===== src/rtl/scarv_cop_dispatch.sv =====
// CPU-side dispatch FIFO and writeback stage for the SCARV ISE coprocessor.
// Queues decoded instructions, issues them to the COP, and retires COP results as GPR writes.
module scarv_cop_dispatch #(
    parameter int DEPTH   = 4,
    parameter int MAX_OUT = 2
) (
    input  logic                     g_clk,
    input  logic                     g_resetn,
    input  logic                     disp_valid,
    output logic                     disp_ready,
    input  logic [31:0]              disp_enc,
    input  logic [31:0]              disp_rs1,
    input  logic                     flush,
    output logic                     cpu_insn_req,
    input  logic                     cop_insn_ack,
    output logic [31:0]              cpu_insn_enc,
    output logic [31:0]              cpu_rs1,
    output logic                     cpu_abort_req,
    input  logic                     cop_insn_rsp,
    output logic                     cpu_insn_ack,
    input  logic                     cop_wen,
    input  logic [4:0]               cop_waddr,
    input  logic [31:0]              cop_wdata,
    input  logic [2:0]               cop_result,
    output logic                     wb_valid,
    output logic [4:0]               wb_addr,
    output logic [31:0]              wb_data,
    output logic                     wb_done,
    output logic [2:0]               wb_result,
    output logic                     err_seen,
    output logic [$clog2(DEPTH):0]   q_count,
    output logic [2:0]               out_count
);

    localparam int AW = (DEPTH > 1) ? $clog2(DEPTH) : 1;
    localparam int CW = $clog2(DEPTH) + 1;
    localparam logic [AW-1:0] PTR_ONE   = AW'(1);
    localparam logic [CW-1:0] CNT_ONE   = CW'(1);
    localparam logic [CW-1:0] CNT_ZERO  = CW'(0);
    localparam logic [CW-1:0] DEPTH_C   = CW'(DEPTH);
    localparam logic [2:0]    MAX_OUT_C = 3'(MAX_OUT);

    logic [31:0]   enc_mem_q [DEPTH];
    logic [31:0]   rs1_mem_q [DEPTH];

    logic [AW-1:0] wr_ptr_q,    wr_ptr_d;
    logic [AW-1:0] rd_ptr_q,    rd_ptr_d;
    logic [CW-1:0] count_q,     count_d;
    logic [2:0]    out_count_q, out_count_d;
    logic [3:0]    drop_cnt_q,  drop_cnt_d;
    logic          req_hold_q,  req_hold_d;
    logic          abort_q,     abort_d;
    logic          wb_valid_q,  wb_valid_d;
    logic          wb_done_q,   wb_done_d;
    logic [4:0]    wb_addr_q,   wb_addr_d;
    logic [31:0]   wb_data_q,   wb_data_d;
    logic [2:0]    wb_result_q, wb_result_d;
    logic          err_seen_q,  err_seen_d;

    logic          full_s;
    logic          empty_s;
    logic          req_s;
    logic          issue_s;
    logic          rsp_ack_s;
    logic          finish_s;
    logic          push_s;
    logic          retire_s;

    // Handshake events derived from registered state and current inputs.
    always_comb begin
        full_s    = (count_q == DEPTH_C);
        empty_s   = (count_q == CNT_ZERO);
        // During a flush only an already-held head may keep requesting.
        req_s     = flush ? req_hold_q
                          : (req_hold_q || (!empty_s && (out_count_q < MAX_OUT_C)));
        issue_s   = req_s && cop_insn_ack;
        rsp_ack_s = (out_count_q != 3'd0);
        finish_s  = cop_insn_rsp && rsp_ack_s;
        push_s    = disp_valid && !full_s && !flush;
        retire_s  = finish_s && (drop_cnt_q == 4'd0);
    end

    // FIFO pointers, occupancy, in-flight count, drop bookkeeping and abort.
    always_comb begin
        rd_ptr_d   = issue_s ? (rd_ptr_q + PTR_ONE) : rd_ptr_q;
        req_hold_d = req_s && !cop_insn_ack;
        abort_d    = flush;

        case ({issue_s, finish_s})
            2'b10:   out_count_d = out_count_q + 3'd1;
            2'b01:   out_count_d = out_count_q - 3'd1;
            default: out_count_d = out_count_q;
        endcase

        if (flush) begin
            // Keep only a held head; it must still be issued to the COP.
            wr_ptr_d   = req_hold_q ? (rd_ptr_q + PTR_ONE) : rd_ptr_q;
            count_d    = (req_hold_q && !issue_s) ? CNT_ONE : CNT_ZERO;
            drop_cnt_d = {1'b0, out_count_d} + {3'b000, (req_hold_q && !cop_insn_ack)};
        end else begin
            wr_ptr_d = push_s ? (wr_ptr_q + PTR_ONE) : wr_ptr_q;
            case ({push_s, issue_s})
                2'b10:   count_d = count_q + CNT_ONE;
                2'b01:   count_d = count_q - CNT_ONE;
                default: count_d = count_q;
            endcase
            drop_cnt_d = (finish_s && (drop_cnt_q != 4'd0)) ? (drop_cnt_q - 4'd1) : drop_cnt_q;
        end
    end

    // Writeback fields, captured one cycle after a non-dropped finish.
    always_comb begin
        wb_done_d   = retire_s;
        wb_valid_d  = retire_s && cop_wen && (cop_waddr != 5'd0);
        wb_result_d = retire_s   ? cop_result : wb_result_q;
        wb_addr_d   = wb_valid_d ? cop_waddr  : wb_addr_q;
        wb_data_d   = wb_valid_d ? cop_wdata  : wb_data_q;
        if (flush) begin
            err_seen_d = 1'b0;
        end else begin
            err_seen_d = err_seen_q || (retire_s && (cop_result != 3'd0));
        end
    end

    // FIFO storage; contents need no reset since occupancy gates their use.
    always_ff @(posedge g_clk) begin
        if (push_s) begin
            enc_mem_q[wr_ptr_q] <= disp_enc;
            rs1_mem_q[wr_ptr_q] <= disp_rs1;
        end
    end

    // Control and writeback state registers.
    always_ff @(posedge g_clk or negedge g_resetn) begin
        if (!g_resetn) begin
            wr_ptr_q    <= {AW{1'b0}};
            rd_ptr_q    <= {AW{1'b0}};
            count_q     <= CNT_ZERO;
            out_count_q <= 3'd0;
            drop_cnt_q  <= 4'd0;
            req_hold_q  <= 1'b0;
            abort_q     <= 1'b0;
            wb_valid_q  <= 1'b0;
            wb_done_q   <= 1'b0;
            wb_addr_q   <= 5'd0;
            wb_data_q   <= 32'd0;
            wb_result_q <= 3'd0;
            err_seen_q  <= 1'b0;
        end else begin
            wr_ptr_q    <= wr_ptr_d;
            rd_ptr_q    <= rd_ptr_d;
            count_q     <= count_d;
            out_count_q <= out_count_d;
            drop_cnt_q  <= drop_cnt_d;
            req_hold_q  <= req_hold_d;
            abort_q     <= abort_d;
            wb_valid_q  <= wb_valid_d;
            wb_done_q   <= wb_done_d;
            wb_addr_q   <= wb_addr_d;
            wb_data_q   <= wb_data_d;
            wb_result_q <= wb_result_d;
            err_seen_q  <= err_seen_d;
        end
    end

    assign disp_ready    = !full_s;
    assign cpu_insn_req  = req_s;
    assign cpu_insn_enc  = enc_mem_q[rd_ptr_q];
    assign cpu_rs1       = rs1_mem_q[rd_ptr_q];
    assign cpu_abort_req = abort_q;
    assign cpu_insn_ack  = rsp_ack_s;
    assign wb_valid      = wb_valid_q;
    assign wb_addr       = wb_addr_q;
    assign wb_data       = wb_data_q;
    assign wb_done       = wb_done_q;
    assign wb_result     = wb_result_q;
    assign err_seen      = err_seen_q;
    assign q_count       = count_q;
    assign out_count     = out_count_q;

endmodule


===== config.mk =====
export PLATFORM = sky130hd
export DESIGN_NAME = scarv_cop_dispatch
export DESIGN_NICKNAME = d
export VERILOG_FILES = /design/src/rtl/scarv_cop_dispatch.sv
export SDC_FILE = /design/constraint.sdc
export NUM_CORES = 1
export LEC_CHECK = 0
export CORE_MARGIN = 3
export CORE_UTILIZATION = 40
export CTS_CLUSTER_SIZE = 10
export DETAILED_ROUTE_END_ITERATION = 6
export GPL_TIMING_DRIVEN = 0
export PLACE_DENSITY = 0.67
export SETUP_SLACK_MARGIN = 0.05
export SKIP_LAST_GASP = 1
export SLEW_MARGIN = 15
export SYNTH_ARGS = -nofsm -noshare
export SYNTH_HDL_FRONTEND = slang
export SYNTH_SLANG_ARGS = --single-unit
export TNS_END_PERCENT = 100

===== constraint.sdc =====
create_clock -name g_clk -period 5.1 [get_ports g_clk]
set_input_delay 1.02 -clock g_clk [delete_from_list [all_inputs] [get_ports g_clk]]
set_output_delay 1.02 -clock g_clk [all_outputs]
set_load 0.05 [all_outputs]

==> impl_table.tex, run 1 <==
\begin{tabular}{lr}
\hline
Metric & Value \\
\hline
\multicolumn{2}{l}{\textbf{Critical path}} \\
\quad Type of the worst setup path & reg -> out \\
\quad Arrival @ worst endpoint & 3.30 ns \\
\quad Critical path fanouts, max & 10 \\
\quad Worst path required time & 4.08 ns \\
\quad Launching element type of the critical path & flop \\
\quad Kind of end point of the critical path & output pin \\
\multicolumn{2}{l}{\textbf{Power and ir drop}} \\
\quad Areal power density over the cells & 631 mW/mm² \\
\quad Peak supply drop & 394 µV \\
\quad Part of the total power dissipated in combinational logic & 0.428 \\
\quad Pint & 6.24 mW \\
\quad Sequential power share & 0.339 \\
\quad Net switching fraction of the power & 0.378 \\
\quad Part of the power in the clock network & 0.233 \\
\quad Post-layout power & 10.0 mW \\
\quad Net switching power of the design & 3.80 mW \\
\quad Static leakage power & 5.53 nW \\
\multicolumn{2}{l}{\textbf{STA}} \\
\quad Least-Margin Pin Slew & 0.894 ns \\
\quad Post-layout worst setup margin & 0.778 ns \\
\quad Final-report hold violation count & 0 \\
\quad Worst rel slew slack & 0.404 \\
\quad Maximum operating frequency & 231 MHz \\
\quad Unrepaired setup endpoints after global routing & false \\
\quad Final cycle utilization of the critical path & 0.847 \\
\quad Shortest period the worst path allows & 4.32 ns \\
\quad Final clock skew & 0.00834 ns \\
\quad Count of final setup violators & 0 \\
\quad Max-slew violations & 0 \\
\multicolumn{2}{l}{\textbf{Synthesis}} \\
\quad Count of warnings emitted by yosys & 0 \\
\quad Syn Inst Count & 540 \\
\quad Portion of the post-synthesis area used by sequential elements & 0.769 \\
\quad Mapped Area & 0.0119 mm² \\
\quad Number of distinct library cells after synthesis & 45 \\
\quad EDFF count, synth & 256 \\
\quad Cell taking the most area after synthesis & edfxtp\_1 \\
\quad Total of flip-flops plus latches after synthesis & 315 \\
\quad Most used flip-flop cell after synthesis & edfxtp\_1 \\
\quad Mean instance size in the synthesized netlist & 22.1 µm² \\
\quad Dominant cells by area after synthesis & edfxtp\_1 65\%, dfrtp\_1 12\%, mux4\_2 12\%, mux2\_2 1.8\%, mux2\_1 1.7\% \\
\quad Most instantiated library cell after synthesis & edfxtp\_1 \\
\quad Cell types with the highest counts after synthesis & 256 x edfxtp\_1, 64 x mux4\_2, 59 x dfrtp\_1 \\
\quad Synth async-reset ratio & 0.187 \\
\quad Synth top area share & 0.645 \\
\quad Post-Synthesis Net Count & 662 \\
\multicolumn{2}{l}{\textbf{GRT}} \\
\quad Global-route total usage across every layer & 0.155 \\
\quad Via count of the first global-routing pass & 6610 \\
\quad Initial antenna violation count & 1 \\
\quad Largest net degree at the start of global routing & 54 \\
\quad Remaining Overflow, GRT & 0 \\
\quad Wire length of the first global-routing pass & 37.6 mm \\
\multicolumn{2}{l}{\textbf{Detailed routing}} \\
\quad Iteration count of the initial detailed-routing pass & 4 \\
\quad Post-route antenna net violation count & 0 \\
\quad Wire length after detailed routing & 24.4 mm \\
\quad Via count & 6070 \\
\quad Drt initial violations & 319 \\
\quad Drt via density & 5.01 \\
\quad Wire per inst & 20.1 µm \\
\quad Drc violations & 0 \\
\multicolumn{2}{l}{\textbf{Floorplanning}} \\
\quad Initial Utilization & 0.411 \\
\quad Width of the chip & 179 µm \\
\quad Core Box Area & 0.0290 mm² \\
\quad Total number of placement rows & 62 \\
\quad Die Outline Area & 0.0319 mm² \\
\quad Top-level port count & 228 \\
\quad Vertical extent of the die & 179 µm \\
\multicolumn{2}{l}{\textbf{Clock network}} \\
\quad Buffer levels on the longest clock path & 3 \\
\quad Number of buffers created by CTS & 38 \\
\quad Post-CTS setup buffer count & 0 \\
\quad Root Driver & clkbuf\_16 \\
\quad Count of instances resized after the clock tree is built & 0 \\
\quad Clock insertion delay at the later pin of the skew report & 0.51 ns \\
\quad Hold buffer count at cts & 0 \\
\quad CTS clock-pin slew for the worst setup and hold paths & 0.06 ns \\
\quad TritonCTS clock tree & built \\
\quad Number of clock sinks & 315 \\
\quad \# H-tree levels & 2 \\
\multicolumn{2}{l}{\textbf{Placed design}} \\
\quad Port bufs & 227 \\
\quad Dpl ws & 0.825 ns \\
\quad Detailed placement HPWL & 16.2 mm \\
\quad Global placer's final weighted congestion & 0.729 \\
\multicolumn{2}{l}{\textbf{Status}} \\
\quad Result of the run & complete, no violations \\
\multicolumn{2}{l}{\textbf{Layout}} \\
\quad Area of the multi-input gates & 0.00261 mm² \\
\quad Antenna fix cells & 0 \\
\quad Share of post-route cells with drive strength above 1 & 0.188 \\
\quad Area Growth Syn to Fin & 33.4\% \\
\quad FF/Latch Area & 0.00916 mm² \\
\quad Final core utilization & 0.548 \\
\quad Count of filler cells inserted in the layout & 2271 \\
\quad Post-layout nets & 934 \\
\multicolumn{2}{l}{\textbf{Hold path}} \\
\quad Worst min-delay path class & in -> async \\
\multicolumn{2}{l}{\textbf{Run}} \\
\quad Number of violations of the max-capacitance limit & 0 \\
\hline
\end{tabular}
[worst max-delay path: stages, from the launching register on]
cell,delay [ns]
dfrtp_1,0.36
clkbuf_1,0.68
buf_1,0.59
mux4_2,0.34
clkdlybuf4s50_1,0.81
[final cells by class]
class	count	share of cell area
well taps	384	0.0302
clock buffers	51	0.0649
multi-input cells	195	0.164
repair buffers	232	0.151
inverters	8	0.00189
flip-flops and latches	315	0.577
clock inverters	5	0.00291
plain buffers	22	0.00772
[final timing paths]
kind / endpoint / slack, ns / startpoint / depth (start not counted)
worst min register to register: wb_result[1] / 0.47 / wb_result[1] / 2
worst max-delay path: cpu_insn_enc[12] / 0.78 / rd_ptr_q[1] / 4
max in group asynchronous: wb_data[18] / 4.31 / g_resetn / 2
min in group g_clk: wb_result[1] / 0.47 / wb_result[1] / 2
worst min-delay path: wb_data[0] / 0.33 / g_resetn / 1
worst max register to register: drop_cnt_q[2] / 2.11 / out_count[2] / 8
[power by group through the flow]
stage	Clock (mW)	Combinational, mW	Sequential, mW
finish	2.34	4.29	3.40
global route	2.51	4.53	3.45
CTS	2.42	4.37	3.41
detailed placement	0	4.36	3.45
global placement	0	4.31	3.46
floorplan	0	2.34	4.05
[logic make-up (layout without fill, tap and decap cells)]
kind of cell,after synthesis,in the layout,share of synthesized area
AOI/OAI and AO/OA,16,16,0.0108
xor gates and xnor gates,14,14,0.0126
adders and majority gates,11,11,0.0128
buffers and inverters,30,318,0.0128
DFF,315,315,0.769
muxes,104,104,0.158
and+or+nand+nor,50,50,0.0235
[placed cells by master, fill, tap and decap left out, types with 3 or more instances in the layout]
| cell | n |
|---|---|
| inv_1 | 7 |
| clkbuf_16 | 39 |
| buf_2 | 5 |
| o21ai_0 | 4 |
| edfxtp_1 | 256 |
| buf_16 | 5 |
| mux2_1 | 18 |
| dfrtp_1 | 59 |
| clkbuf_1 | 17 |
| and2_4 | 4 |
| mux2_2 | 19 |
| xnor2_1 | 7 |
| mux2i_1 | 3 |
| buf_6 | 4 |
| ha_1 | 9 |
| mux4_2 | 64 |
| nand2_1 | 17 |
| nor2_1 | 6 |
| clkdlybuf4s50_1 | 226 |
| buf_1 | 6 |
| or3_1 | 3 |
| xor2_1 | 5 |
[registers in the layout (all words and copies together) (netlist names)]
signal	flops
req_hold_q	1
wb_valid	1
wb_data	32
wb_addr	5
err_seen	1
enc_mem_q	128
cpu_abort_req	1
rs1_mem_q	128
wb_done	1
rd_ptr_q	2
drop_cnt_q	4
q_count	3
wr_ptr_q	2
wb_result	3
out_count	3
[metal layers]
layer	share of wire	global-route usage	vias up
li1	-	-	2713
met1	0.41	0.202	3084
met2	0.48	0.248	236
met3	0.093	0.0551	35
met4	0.018	0.0432	2
met5	0.00029	0	-
[per-stage QoR]
step                instance area [µm²]  hold slack [ns]  TNS [ns]  instances
global route                      15900            0.312         0       1212
finish                            15900            0.329         0       1212
detailed placement                14800            0.463         0       1156
global placement                  14700            0.464    -32.83       1151
floorplan                         11900            0.566         0        540
CTS                               15900            0.308         0       1212
(Power assumes the default switching activity.)
==> inputs of run 2 (changes only) <==
Settings changed: PLACE_DENSITY 0.67 to 0.7.
Clock period 5.1 ns to 3.8 ns, I/O delays scaled along.
==> run 2 against run 1 <==
Net effect:
- final area is essentially flat
- sequential power is 34% higher
- sequential cell count unchanged
- count of clock-buffer cells in the layout shrank 4
- non-clock buffer count did not move
- power up 34%
- clock power up 36%
- via count grew 1.0%
- core utilization barely moved
- sequential share of layout area about the same
- largest power group unchanged
==> impl_table.tex, run 2 (synthesis results as in run 1) <==
\begin{tabular}{lr}
\hline
Metric & Value \\
\hline
\multicolumn{2}{l}{\textbf{Floorplanning}} \\
\quad Width of the chip & 179 µm (unchanged) \\
\quad Core Box Area & 0.0290 mm² (unchanged) \\
\quad Top-level port count & 228 (unchanged) \\
\quad Initial Utilization & 0.411 (unchanged) \\
\quad Die Outline Area & 0.0319 mm² (unchanged) \\
\quad Total number of placement rows & 62 (unchanged) \\
\quad Vertical extent of the die & 179 µm (unchanged) \\
\multicolumn{2}{l}{\textbf{Placed design}} \\
\quad Port bufs & 227 (unchanged) \\
\quad Global placer's final weighted congestion & 0.731 (+0.25\%) \\
\quad Detailed placement HPWL & 16.5 mm (+2.0\%) \\
\quad Area post-placement & 0.0148 mm² (-0.10\%) \\
\multicolumn{2}{l}{\textbf{Detailed routing}} \\
\quad Drc violations & 0 (unchanged) \\
\quad Drt via density & 5.07 (+1.2\%) \\
\quad Drt initial violations & 417 (+31\%) \\
\quad Via count & 6131 (+1.0\%) \\
\quad Wire length after detailed routing & 25.0 mm (+2.6\%) \\
\quad Wire per inst & 20.7 µm (+2.8\%) \\
\quad Post-route antenna net violation count & 0 (unchanged) \\
\quad Iteration count of the initial detailed-routing pass & 4 (unchanged) \\
\multicolumn{2}{l}{\textbf{Power and ir drop}} \\
\quad Static leakage power & 5.58 nW (+0.79\%) \\
\quad Part of the total power dissipated in combinational logic & 0.426 (-0.002) \\
\quad Part of the power in the clock network & 0.236 (+0.003) \\
\quad Peak supply drop & 585 µV (+48\%) \\
\quad Net switching fraction of the power & 0.380 (+0.00185) \\
\quad Sequential power share & 0.338 (about the same) \\
\quad Areal power density over the cells & 849 mW/mm² (+34\%) \\
\quad Net switching power of the design & 5.13 mW (+35\%) \\
\quad Pint & 8.36 mW (+34\%) \\
\multicolumn{2}{l}{\textbf{STA}} \\
\quad Worst-case hold slack & 0.119 ns (-0.210 ns) \\
\quad Final-report hold violation count & 0 (unchanged) \\
\quad Worst rel slew slack & 0.509 (+0.104) \\
\quad Shortest period the worst path allows & 3.68 ns \\
\quad Maximum operating frequency & 272 MHz \\
\quad Unrepaired setup endpoints after global routing & true \\
\quad Count of final setup violators & 0 (unchanged) \\
\quad Final clock skew & 0.00659 ns (-0.00175 ns) \\
\quad Final cycle utilization of the critical path & 0.969 \\
\quad Max-slew violations & 0 (unchanged) \\
\quad Least-Margin Pin Slew & 0.737 ns (-0.157 ns) \\
\multicolumn{2}{l}{\textbf{Clock network}} \\
\quad Number of clock sinks & 315 (unchanged) \\
\quad Number of buffers created by CTS & 38 (unchanged) \\
\quad CTS clock-pin slew for the worst setup and hold paths & 0.05 ns (about the same) \\
\quad Buffer levels on the longest clock path & 3 (unchanged) \\
\quad Root Driver & clkbuf\_16 \\
\quad \# H-tree levels & 2 (unchanged) \\
\quad Clock insertion delay at the later pin of the skew report & 0.51 ns (about the same) \\
\quad TritonCTS clock tree & built \\
\quad Hold buffer count at cts & 0 (unchanged) \\
\multicolumn{2}{l}{\textbf{Layout}} \\
\quad Final std cell area, no fill & 0.0159 mm² (about the same) \\
\quad Share of post-route cells with drive strength above 1 & 0.199 (+0.0104) \\
\quad Post-layout nets & 934 (unchanged) \\
\quad Area Growth Syn to Fin & 33.3\% (about the same) \\
\quad Commonest cells after routing, fill and taps aside & 256 x edfxtp\_1, 210 x clkdlybuf4s50\_1, 64 x mux4\_2 \\
\quad Commonest non-fill, non-tap cell in the layout & edfxtp\_1 \\
\multicolumn{2}{l}{\textbf{Status}} \\
\quad Result of the run & complete, no violations \\
\multicolumn{2}{l}{\textbf{Run}} \\
\quad Number of violations of the max-capacitance limit & 0 (unchanged) \\
\multicolumn{2}{l}{\textbf{GRT}} \\
\quad Wire length of the first global-routing pass & 38.2 mm (+1.7\%) \\
\quad Initial antenna violation count & 1 (unchanged) \\
\quad Via count of the first global-routing pass & 6758 (+2.2\%) \\
\quad Remaining Overflow, GRT & 0 (unchanged) \\
\quad Largest net degree at the start of global routing & 49 (-9.3\%) \\
\quad Global-route total usage across every layer & 0.157 (+0.00224) \\
\multicolumn{2}{l}{\textbf{Critical path}} \\
\quad Startpoint of the most critical setup path & rd\_ptr\_q[0] \\
\quad Buffers plus inverters on the worst setup path & 3 (unchanged) \\
\quad Capture instance of the worst register-to-register path & drop\_cnt\_q[2] \\
\quad Logic depth of the worst register-to-register path & 9 (+1) \\
\quad Number of stages on the worst setup path & 4 (unchanged) \\
\quad Reg2reg start & req\_hold\_q \\
\quad Launching element type of the critical path & flop \\
\quad List of cells traversed by the critical path & clkbuf\_1 -> buf\_2 -> mux4\_2 -> clkdlybuf4s50\_1 \\
\quad Worst path required time & 3.04 ns (-1.04 ns) \\
\quad Longest individual stage delay on the worst path & 0.72 ns (-0.09 ns) \\
\quad Worst setup path endpoint & cpu\_insn\_enc[14] \\
\quad Largest delay contributor family on the critical path & buffers and inverters \\
\quad Worst setup slack for register-to-register paths & 0.80 ns (-1.31 ns) \\
\quad Type of the worst setup path & reg -> out \\
\quad Slowest cell on the critical path & clkdlybuf4s50\_1 \\
\quad Arrival @ worst endpoint & 2.92 ns (-0.38 ns) \\
\quad Critical path fanouts, max & 10 (unchanged) \\
\quad Kind of end point of the critical path & output pin \\
\multicolumn{2}{l}{\textbf{Hold path}} \\
\quad Worst min-delay path class & in -> async \\
\hline
\end{tabular}
## run 2: changes by cell type in the layout (fill, tap and decap cells not counted), sizes merged
cell | before | now
clkdlybuf4s50 | 226 | 210
dlygate4sd2 | 0 | 16
clkbuf | 57 | 54
buf | 22 | 21
bufinv | 0 | 1
diode | 0 | 1
## run 2: layout make-up
cell class              count  area [µm²]
flip-flops and latches    315        9160
well taps                 384         480
multi-input cells         195        2620
clock buffers              47        1010
diodes                      1        2.50
inverters                   8        30.0
repair buffers            232        2370
plain buffers              22         143
fillers                  2243       13100
clock inverters             6        77.6
## run 2: how the worst min path moves through the flow
stage	to	start	cells after the start
3_3_place_gp	wb_result[2]	wb_result[2]	2
5_1_grt	wb_result[0]	g_resetn	1
3_5_place_dp	wb_result[0]	wb_result[0]	2
4_1_cts	wb_result[0]	g_resetn	1
2_1_floorplan	cpu_abort_req	g_resetn	0
6_report	wb_result[0]	g_resetn	1
## run 2: power by group through the flow
stage	Combinational (mW)	Clock, mW	Sequential, mW
after floorplan	3.15	0	5.44
after global placement	5.79	0	4.63
after CTS	5.84	3.30	4.57
after global routing	6.06	3.43	4.62
final	5.74	3.19	4.56
after detailed placement	5.87	0	4.62
## run 2: metrics by stage
step	power (mW)	cells	util	setup TNS, ns	setup WS (ns)
3_5_place_dp	10.5	1156	0.510	-0.213	-0.196
2_1_floorplan	8.58	540	-	0	0.272
6_report	13.5	1210	0.548	0	0.119
3_3_place_gp	10.4	1151	0.506	-314.04	-1.24
4_1_cts	13.7	1209	0.547	0	0.0475
5_1_grt	14.1	1209	0.548	-0.0240	-0.0108
## run 2: what timing repair did
item	in CTS	in global routing
endpoints found under the hold margin	0	0
gates cloned	0	0
gates resized for setup	32	3
setup buffers	0	0
setup endpoints to repair	58	28
## run 2: routing by layer
metal / up-vias / wire length [µm] / GRT usage
met5: - / 13 / 0
met3: 48 / 2450 / 0.0579
met1: 3114 / 10000 / 0.204
met2: 248 / 12000 / 0.251
met4: 2 / 589 / 0.0448
li1: 2719 / - / -
==> inputs of run 3 (changes only) <==
==> constraint.sdc (replaced) <==
create_clock -name g_clk -period 3.8 [get_ports g_clk]
set_input_delay 0.76 -clock g_clk [delete_from_list [all_inputs] [get_ports g_clk]]
set_output_delay 0.76 -clock g_clk [all_outputs]
set_load 0.1 [all_outputs]
==> run 3 against run 2 <==
Net effect:
- global-route usage is 0.37 points lower
- core utilization hardly changed
- critical path depth stayed put
- final cell count is 0.25% lower
- final area hardly changed
- count of clock-buffer cells in the layout is 1 higher
- sequential share of layout area hardly changed
- fmax is 5.3% higher
- die area stayed put
- via count is 1.6% lower
- sequential cell count stayed put
- critical path type unchanged
- critical endpoint is now cpu_insn_enc[16]
==> impl_table.tex, run 3 (synthesis results as in run 1) <==
\begin{tabular}{lr}
\hline
Metric & Value \\
\hline
\multicolumn{2}{l}{\textbf{STA}} \\
\quad Shortest period the worst path allows & 3.49 ns (-0.187 ns) \\
\quad Unrepaired setup endpoints after global routing & false \\
\quad Count of final setup violators & 0 (unchanged) \\
\quad Final cycle utilization of the critical path & 0.919 (-0.0492) \\
\quad Least-Margin Pin Slew & 1.04 ns (+0.300 ns) \\
\quad Final-report hold violation count & 0 (unchanged) \\
\quad Maximum operating frequency & 286 MHz (+5.3\%) \\
\quad Final clock skew & 0.0120 ns (+0.00537 ns) \\
\quad Worst rel slew slack & 0.311 (-0.197) \\
\quad Max-slew violations & 0 (unchanged) \\
\multicolumn{2}{l}{\textbf{Layout}} \\
\quad Post-layout nets & 932 (-0.21\%) \\
\quad Area of the multi-input gates & 0.00261 mm² (-0.19\%) \\
\quad Final core utilization & 0.548 (about the same) \\
\quad FF/Latch Area & 0.00916 mm² (unchanged) \\
\quad Share of post-route cells with drive strength above 1 & 0.253 (+0.0543) \\
\quad Commonest non-fill, non-tap cell in the layout & edfxtp\_1 \\
\quad Count of filler cells inserted in the layout & 2240 (-0.13\%) \\
\quad Area Growth Syn to Fin & 33.4\% (about the same) \\
\quad Commonest cells after routing, fill and taps aside & 256 x edfxtp\_1, 161 x clkdlybuf4s50\_1, 64 x mux4\_2 \\
\multicolumn{2}{l}{\textbf{Critical path}} \\
\quad Launching element type of the critical path & flop \\
\quad Worst path required time & 3.04 ns (about the same) \\
\quad Critical path fanouts, max & 10 (unchanged) \\
\quad Kind of end point of the critical path & output pin \\
\quad List of cells traversed by the critical path & clkbuf\_2 -> buf\_1 -> mux4\_2 -> clkdlybuf4s15\_2 \\
\quad Longest individual stage delay on the worst path & 0.59 ns (-0.13 ns) \\
\quad Arrival @ worst endpoint & 2.73 ns (-0.19 ns) \\
\quad Slowest cell on the critical path & buf\_1 \\
\quad Type of the worst setup path & reg -> out \\
\multicolumn{2}{l}{\textbf{Detailed routing}} \\
\quad Wire length after detailed routing & 24.5 mm (-2.1\%) \\
\quad Wire per inst & 20.3 µm (-1.9\%) \\
\quad Drc violations & 0 (unchanged) \\
\quad Via count & 6034 (-1.6\%) \\
\quad Iteration count of the initial detailed-routing pass & 4 (unchanged) \\
\quad Drt initial violations & 438 (+5.0\%) \\
\quad Post-route antenna net violation count & 0 (unchanged) \\
\quad Drt via density & 5.00 (-1.3\%) \\
\multicolumn{2}{l}{\textbf{GRT}} \\
\quad Remaining Overflow, GRT & 0 (unchanged) \\
\quad Global-route total usage across every layer & 0.154 (-0.00367) \\
\quad Largest net degree at the start of global routing & 60 (+22\%) \\
\quad Via count of the first global-routing pass & 6657 (-1.5\%) \\
\quad Initial antenna violation count & 0 (-1) \\
\quad Wire length of the first global-routing pass & 37.4 mm (-2.0\%) \\
\multicolumn{2}{l}{\textbf{Floorplanning}} \\
\quad Vertical extent of the die & 179 µm (unchanged) \\
\quad Width of the chip & 179 µm (unchanged) \\
\quad Top-level port count & 228 (unchanged) \\
\quad Core Box Area & 0.0290 mm² (unchanged) \\
\quad Die Outline Area & 0.0319 mm² (unchanged) \\
\quad Initial Utilization & 0.411 (unchanged) \\
\quad Total number of placement rows & 62 (unchanged) \\
\multicolumn{2}{l}{\textbf{Clock network}} \\
\quad TritonCTS clock tree & built \\
\quad \# H-tree levels & 2 (unchanged) \\
\quad CTS clock-pin slew for the worst setup and hold paths & 0.06 ns (about the same) \\
\quad Count of instances resized after the clock tree is built & 172 (+440\%) \\
\quad Hold buffer count at cts & 0 (unchanged) \\
\quad Number of clock sinks & 315 (unchanged) \\
\quad Number of buffers created by CTS & 38 (unchanged) \\
\quad Buffer levels on the longest clock path & 3 (unchanged) \\
\quad Root Driver & clkbuf\_16 \\
\quad Post-CTS setup buffer count & 0 (unchanged) \\
\quad Clock insertion delay at the later pin of the skew report & 0.51 ns (about the same) \\
\multicolumn{2}{l}{\textbf{Hold path}} \\
\quad Worst min-delay path class & in -> async \\
\multicolumn{2}{l}{\textbf{Run}} \\
\quad Number of violations of the max-capacitance limit & 0 (unchanged) \\
\multicolumn{2}{l}{\textbf{Status}} \\
\quad Result of the run & complete, no violations \\
\multicolumn{2}{l}{\textbf{Placed design}} \\
\quad Detailed placement HPWL & 15.9 mm (-3.8\%) \\
\quad Port bufs & 227 (unchanged) \\
\quad Global placer's final weighted congestion & 0.727 (-0.52\%) \\
\hline
\end{tabular}
[run 3: cell types whose count changed in the layout (fill, tap and decap cells not counted), moves of 2 or more]
cell             previous run  this run
buf_2                       4         6
buf_4                       6         4
buf_1                       2         4
buf_12                      2         0
clkdlybuf4s15_2             0        48
clkdlybuf4s50_1           210       161
[run 3: path summary, 6_finish.rpt]
check,start,end,slack [ns],cells after the start
max in group asynchronous,g_resetn,wb_data[7],2.98,1
worst max-delay path,rd_ptr_q[1],cpu_insn_enc[16],0.31,4
worst min register to register,wb_result[0],wb_result[0],0.48,2
worst max register to register,req_hold_q,drop_cnt_q[2],0.84,9
min in group g_clk,wb_result[0],wb_result[0],0.48,2
worst min-delay path,g_resetn,wb_data[0],0.33,1
[run 3: metal layers]
metal  part of all wire  track usage  vias to the layer above  routed length [µm]
met5                  0            0                        -                   0
met1               0.42        0.198                     3046               10300
met2               0.47        0.248                      231               11600
met4              0.017       0.0390                        0                 414
li1                   -            -                     2719                   -
met3              0.092       0.0577                       38                2260
[run 3: layout make-up]
type                            count  share of cell area
Clock inverter                      4             0.00268
Buffer                             21             0.00897
Antenna cell                        1            0.000157
Multi-Input combinational cell    195               0.164
Sequential cell                   315               0.576
Inverter                            8             0.00189
Clock buffer                       48              0.0648
Tap cell                          384              0.0302
Timing Repair Buffer              231               0.151
[run 3: worst max-delay path: cells and delay by family, from the launching register on]
family / cells / cell delay [ns]
flip-flops: 1 / 0.36
buffers and inverters: 3 / 1.51
multiplexers: 1 / 0.34
[run 3: through the flow]
| stage | TNS (ns) | setup slack (ns) | instance area, µm² | hold WS [ns] | cells |
|---|---|---|---|---|---|
| finish | 0 | 0.306 | 15900 | 0.333 | 1207 |
| global route | 0 | 0.178 | 15900 | 0.358 | 1206 |
| CTS | -0.00142 | -0.00142 | 15900 | 0.337 | 1207 |
| detailed placement | -2.70 | -0.262 | 14800 | 0.466 | 1155 |
| global placement | -3.09 | -0.298 | 14700 | 0.465 | 1151 |
| floorplan | 0 | 0.359 | 11900 | 0.464 | 540 |
Power of run 3 is not shown: default switching activity piles up to over one toggle a cycle in this logic, so the estimate is an artifact.
==> edit 1: new RTL, flow settings as in run 2 <==
Reset style: synchronous (`g_resetn`), changed in one clocked block.
--- a/src/rtl/scarv_cop_dispatch.sv
+++ b/src/rtl/scarv_cop_dispatch.sv
@@ -133,3 +133,3 @@
     // Control and writeback state registers.
-    always_ff @(posedge g_clk or negedge g_resetn) begin
+    always_ff @(posedge g_clk) begin
         if (!g_resetn) begin
Check against the original RTL: differs if g_resetn is asserted again (counterexample within 4 cycles, from zero or initial values and one cycle with g_resetn low); with g_resetn held inactive, the same outputs for 4 cycles.
==> edit 1 against run 2 <==
Final area shrank 0.38%; sequential cell count grew 2; synthesized area shrank 0.14%; setup slack gained 0.098 ns; routed wire length grew 2.4%; via count grew 8.7%; clock skew grew 0.012 ns; critical path type unchanged; highest routed layer unchanged.
Power is not compared: it rests on default switching activity, and its combinational part moved more than twofold at a synthesized area within 25%.
==> edit 1: results (changes against run 2) <==
Clock Latency Late Sink=0.51 ns (about the same); GRT Util Overall=15.9% (+0.20 points); post-synthesis sequential area ratio=74.9% (-2.0 points); Clk pin slew, worst setup/hold paths=0.05 ns (about the same); Starting DRT DRC Count=336 (-19%); antenna violations before repair=4 (+3); status=completed; EDFF count, synth=256 (unchanged); CP arrival=2.82 ns (-0.10 ns); placed cells=1266 (+9.5%); Hold Path Depth=2; Worst R2R Path Depth=8 (-1); Worst R2R Setup Slack=0.85 ns (+0.05 ns); CTS root buffer=clkbuf_16; htree depth=2 (unchanged); cell family with the largest share of critical-path delay=buffers and inverters; Post-DP HPWL=17000 µm (+2.8%); mean number of vias per cell=5.06 (-0.18%); Netlist cell types=50 (+11%); hold crit path type=register to register; Post-synth top cells=edfxtp_1, nand2_1, mux4_2; global-route wire length before repair=39200 µm (+2.5%); number of CTS-inserted buffers=38 (unchanged); Async S/R FF share, synth=0% (-19 points); Avg Cell Area, Syn=18.3 µm² (-17%); Worst path max stage delay=0.77 ns (+0.05 ns); Post-CTS Setup Inserts=0 (unchanged); ys flop type=edfxtp_1; vias in the first global route=7046 (+4.3%); largest net degree at the start of global routing=49 (unchanged); syn_nets=774 (+17%); Area contributors post-synth=edfxtp_1, mux4_2, dfxtp_1; DR vias=6666 (+8.7%); maximum VDD drop=326 µV; Yosys warnings=0 (unchanged); pre-CTS WS=0.151 ns (+0.347 ns); clk_skew=0.0187 ns (+0.0121 ns); share of layout cells above drive strength 1=16.2% (-3.7 points); leak pwr=5.17 nW; Layout Nets=1043 (+12%); drt wl/cell=19.4 µm (-5.9%); drt first pass iters=4 (unchanged); Port-buffer cells=226 (-0.44%); Clock Path Buffers=3 (unchanged); headroom to the max-slew limit=58.8% (+7.9 points); Max FO, Critical Path=10 (unchanged); GP Congestion=0.804 (+10%); post-route minimum period=3.58 ns (-0.0978 ns); slowest stage cell, crit path=clkdlybuf4s50_1
-- edit 1: cell types whose count changed after synthesis, moves of 3 or more --
cell and change:
a21oi_1 +39, and2_1 +3, buf_1 -3, buf_2 +9, clkbuf_1 +6, dfrtp_1 -59
dfxtp_1 +61, mux2_1 -18, mux2_2 -17, mux2i_1 +4, nand2_1 +61, nor2_1 +14
or3_1 +3, xor2_1 -4
-- edit 1: final timing paths --
path                             startpoint            end
worst max-delay path               register    cpu_rs1[18]
worst max register to register   q_count[0]  drop_cnt_q[2]
worst min-delay path            wb_data[18]    wb_data[18]
worst min register to register  wb_data[18]    wb_data[18]
-- edit 1: worst register-to-register path, delay by kind of cell, from the launching register on --
kind | cells | cell delay [ns]
adders and majority gates | 3 | 0.90
AOI/OAI and AO/OA | 2 | 0.34
and+or+nand+nor | 2 | 0.92
muxes | 1 | 0.30
DFF | 1 | 0.42
-- edit 1: logic make-up (layout without fill, tap and decap cells) --
| group | after synthesis | after routing | synth area share (%) |
|---|---|---|---|
| simple gates | 134 | 134 | 5.13 |
| flops | 317 | 317 | 74.9 |
| other cells | 0 | 1 | 0 |
| mux | 73 | 73 | 12.9 |
| xor+xnor | 8 | 8 | 0.589 |
| buf+inv | 42 | 323 | 1.66 |
| fa+ha+maj | 11 | 11 | 1.28 |
| compound gates | 67 | 67 | 3.59 |
-- edit 1: final cells by class --
class	instances	area, µm²
fill	2286	13200
sequential	317	8910
multi-input combinational	293	2800
timing repair buffer	230	2370
clock buffer	48	1010
tap	384	480
buffer	31	166
clock inverter	4	46.3
inverter	10	37.5
antenna	1	2.50
-- edit 1: stage by stage --
| stage | instance area [µm²] | utilization, % | hold slack, ns | TNS (ns) |
|---|---|---|---|---|
| 2_1_floorplan | 11900 | - | 0.484 | 0 |
| 3_3_place_gp | 14600 | 50.5 | 0.441 | -330.65 |
| 3_5_place_dp | 14800 | 50.9 | 0.447 | 0 |
| 4_1_cts | 15800 | 54.5 | 0.455 | 0 |
| 5_1_grt | 15800 | 54.6 | 0.471 | 0 |
| 6_report | 15800 | 54.6 | 0.454 | 0 |
-- edit 1: layer usage --
metal	global-route usage (%)	vias to the layer above	share of wire, %
met3	6.56	51	11
met2	26.1	245	48
met4	4.25	8	2.2
met5	0	-	0.20
li1	-	3089	-
met1	19.6	3273	39
-- edit 1: power by group --
part | switching, mW | internal [mW]
logic | 0.455 | 0.328
registers | 0.0321 | 3.84
clock network | 1.27 | 1.85
-- edit 1: timing repair --
action | in CTS | in global routing
pin swaps | 0 | 0
resized for setup | 6 | 2
endpoints found under the hold margin | 0 | 0
setup endpoints to repair | 60 | 2
==> edit 2: new RTL, config.mk and constraints of run 2 <==
Made on the original files. Set the parameter `DEPTH` to 8 (it was 4).
--- a/src/rtl/scarv_cop_dispatch.sv
+++ b/src/rtl/scarv_cop_dispatch.sv
@@ -3,3 +3,3 @@
 module scarv_cop_dispatch #(
-    parameter int DEPTH   = 4,
+    parameter int DEPTH   = 8,
     parameter int MAX_OUT = 2
Interface: changed (resized q_count); port bits go from 228 to 229. No check against the original RTL was run, so the function may have changed too.
==> edit 2 against run 2 <==
Final area grew 75%; sequential cell count grew 259; synthesized area grew 85%; critical path type unchanged; power grew 68%; worst hold slack gained 0.046 ns; setup slack gained 0.043 ns; synthesized cell count grew 79%; routed wire length grew 88%; register-to-register slack lost 0.23 ns; clock skew grew 0.0072 ns; largest power group unchanged; final cell count grew 67%.
==> edit 2: results (changes against run 2) <==
status=completed; Layout Nets=1420 (+52%); global-route wire length before repair=70600 µm (+85%); Clock Latency Late Sink=0.58 ns (+0.07 ns); synthesized instance count=969 (+79%); drt first pass iters=4 (unchanged); Post-synth top cells=edfxtp_1, mux4_2, mux2_2; Yosys warnings=0 (unchanged); hold crit path type=input port to asynchronous set/reset pin; Clock Path Buffers=3 (unchanged); mean number of vias per cell=5.26 (+3.8%); Post-DP HPWL=30800 µm (+87%); Area contributors post-synth=edfxtp_1, mux4_2, dfrtp_1; Netlist cell types=48 (+6.7%); Post-CTS Setup Inserts=0 (unchanged); EDFF count, synth=512 (+100%); Max FO, Critical Path=10 (unchanged); Async S/R FF share, synth=10.8% (-7.9 points); GP Congestion=0.713 (-2.4%); share of layout cells above drive strength 1=31.4% (+12 points); number of CTS-inserted buffers=68 (+79%); clk_skew=0.0138 ns (+0.00716 ns); Port-buffer cells=228 (+0.44%); Worst-Margin Slew=0.778 ns (+0.0405 ns); CP arrival=2.88 ns (-0.04 ns); Starting DRT DRC Count=709 (+70%); pre-CTS WS=-0.467 ns (-0.271 ns); GRT Util Overall=16.5% (+0.75 points); vias in the first global route=11400 (+68%); WL final=47100 µm (+88%); ys flop type=edfxtp_1; maximum VDD drop=473 µV (-19%); Worst R2R Setup Slack=0.57 ns (-0.23 ns); post-route minimum period=3.64 ns (-0.0428 ns); antenna violations before repair=3 (+2); syn_nets=1091 (+65%); leak pwr=9.33 nW (+67%); Clk pin slew, worst setup/hold paths=0.05 ns (about the same); post-synthesis sequential area ratio=76.8% (-0.14 points); drt wl/cell=23.3 µm (+13%); placed cells=1924 (+66%); FP Rows=85 (+37%); htree depth=3 (+1); CTS root buffer=clkbuf_16; largest net degree at the start of global routing=63 (+29%)
==> edit 2: metrics by stage <==
step                      power [mW]  TNS (ns)  util, %  hold WS [ns]  cell area [µm²]
after floorplan                 14.4   -139.83        -         0.464            22100
after global placement          17.3  -1529.55     46.6         0.469            25200
after detailed placement        17.5    -24.23     47.8         0.470            25900
after CTS                       23.0         0     51.4         0.145            27800
after global routing            23.6         0     51.3         0.169            27800
final                           22.6         0     51.3         0.165            27800
==> edit 2: final timing paths <==
check	start	end	cells after the start
worst min register to register	wb_result[1]	wb_result[1]	2
max in group asynchronous	g_resetn	q_count[1]	2
worst min-delay path	g_resetn	wb_data[27]	2
worst max register to register	out_count[2]	drop_cnt_q[2]	9
worst max-delay path	rd_ptr_q[0]	cpu_insn_enc[2]	6
min in group g_clk	wb_result[1]	wb_result[1]	2
==> edit 2: per-layer routing <==
metal / GRT usage, % / vias to the layer above / share of wire (%)
li1: - / 4657 / -
met1: 21.3 / 5575 / 40
met2: 28.0 / 313 / 51
met3: 4.27 / 69 / 6.2
met4: 4.42 / 2 / 2.0
met5: 0 / - / 0.028
==> edit 2: critical path, stage by stage, from the launching register on <==
cell           delay [ns]
dfrtp_1              0.35
clkbuf_2             0.18
clkbuf_8             0.26
buf_6                0.23
mux4_2               0.51
mux2_2               0.30
dlygate4sd2_1        0.44
==> edit 2: cell type report <==
type,count,area (µm²)
Timing Repair Buffer,259,2790
Sequential cell,574,16900
Tap cell,696,871
Clock buffer,87,1860
Fill cell,4235,26300
Inverter,10,37.5
Buffer,43,304
Antenna cell,3,7.51
Multi-Input combinational cell,342,4940
Clock inverter,5,52.6
==> edit 2: timing repair <==
action / CTS / global route
hold buffers: 0 / 0
hold endpoints to repair: 0 / 0
gates resized for setup: 119 / 36
endpoints found under the setup margin: 64 / 42
==> edit 2: cell families after synthesis <==
| family | after synthesis | synth area share [%] |
|---|---|---|
| buffers and inverters | 53 | 1.12 |
| muxes | 235 | 18.5 |
| xor gates and xnor gates | 15 | 0.760 |
| AOI/OAI and AO/OA | 23 | 0.772 |
| and+or+nand+nor | 58 | 1.37 |
| DFF | 574 | 76.8 |
| adders and majority gates | 11 | 0.692 |
==> edit 2: power by group <==
part / switching, mW / internal [mW] / leakage, nW
clock network: 2.30 / 3.40 / 0.929
logic: 5.56 / 3.48 / 3.01
registers: 0.309 / 7.58 / 5.39
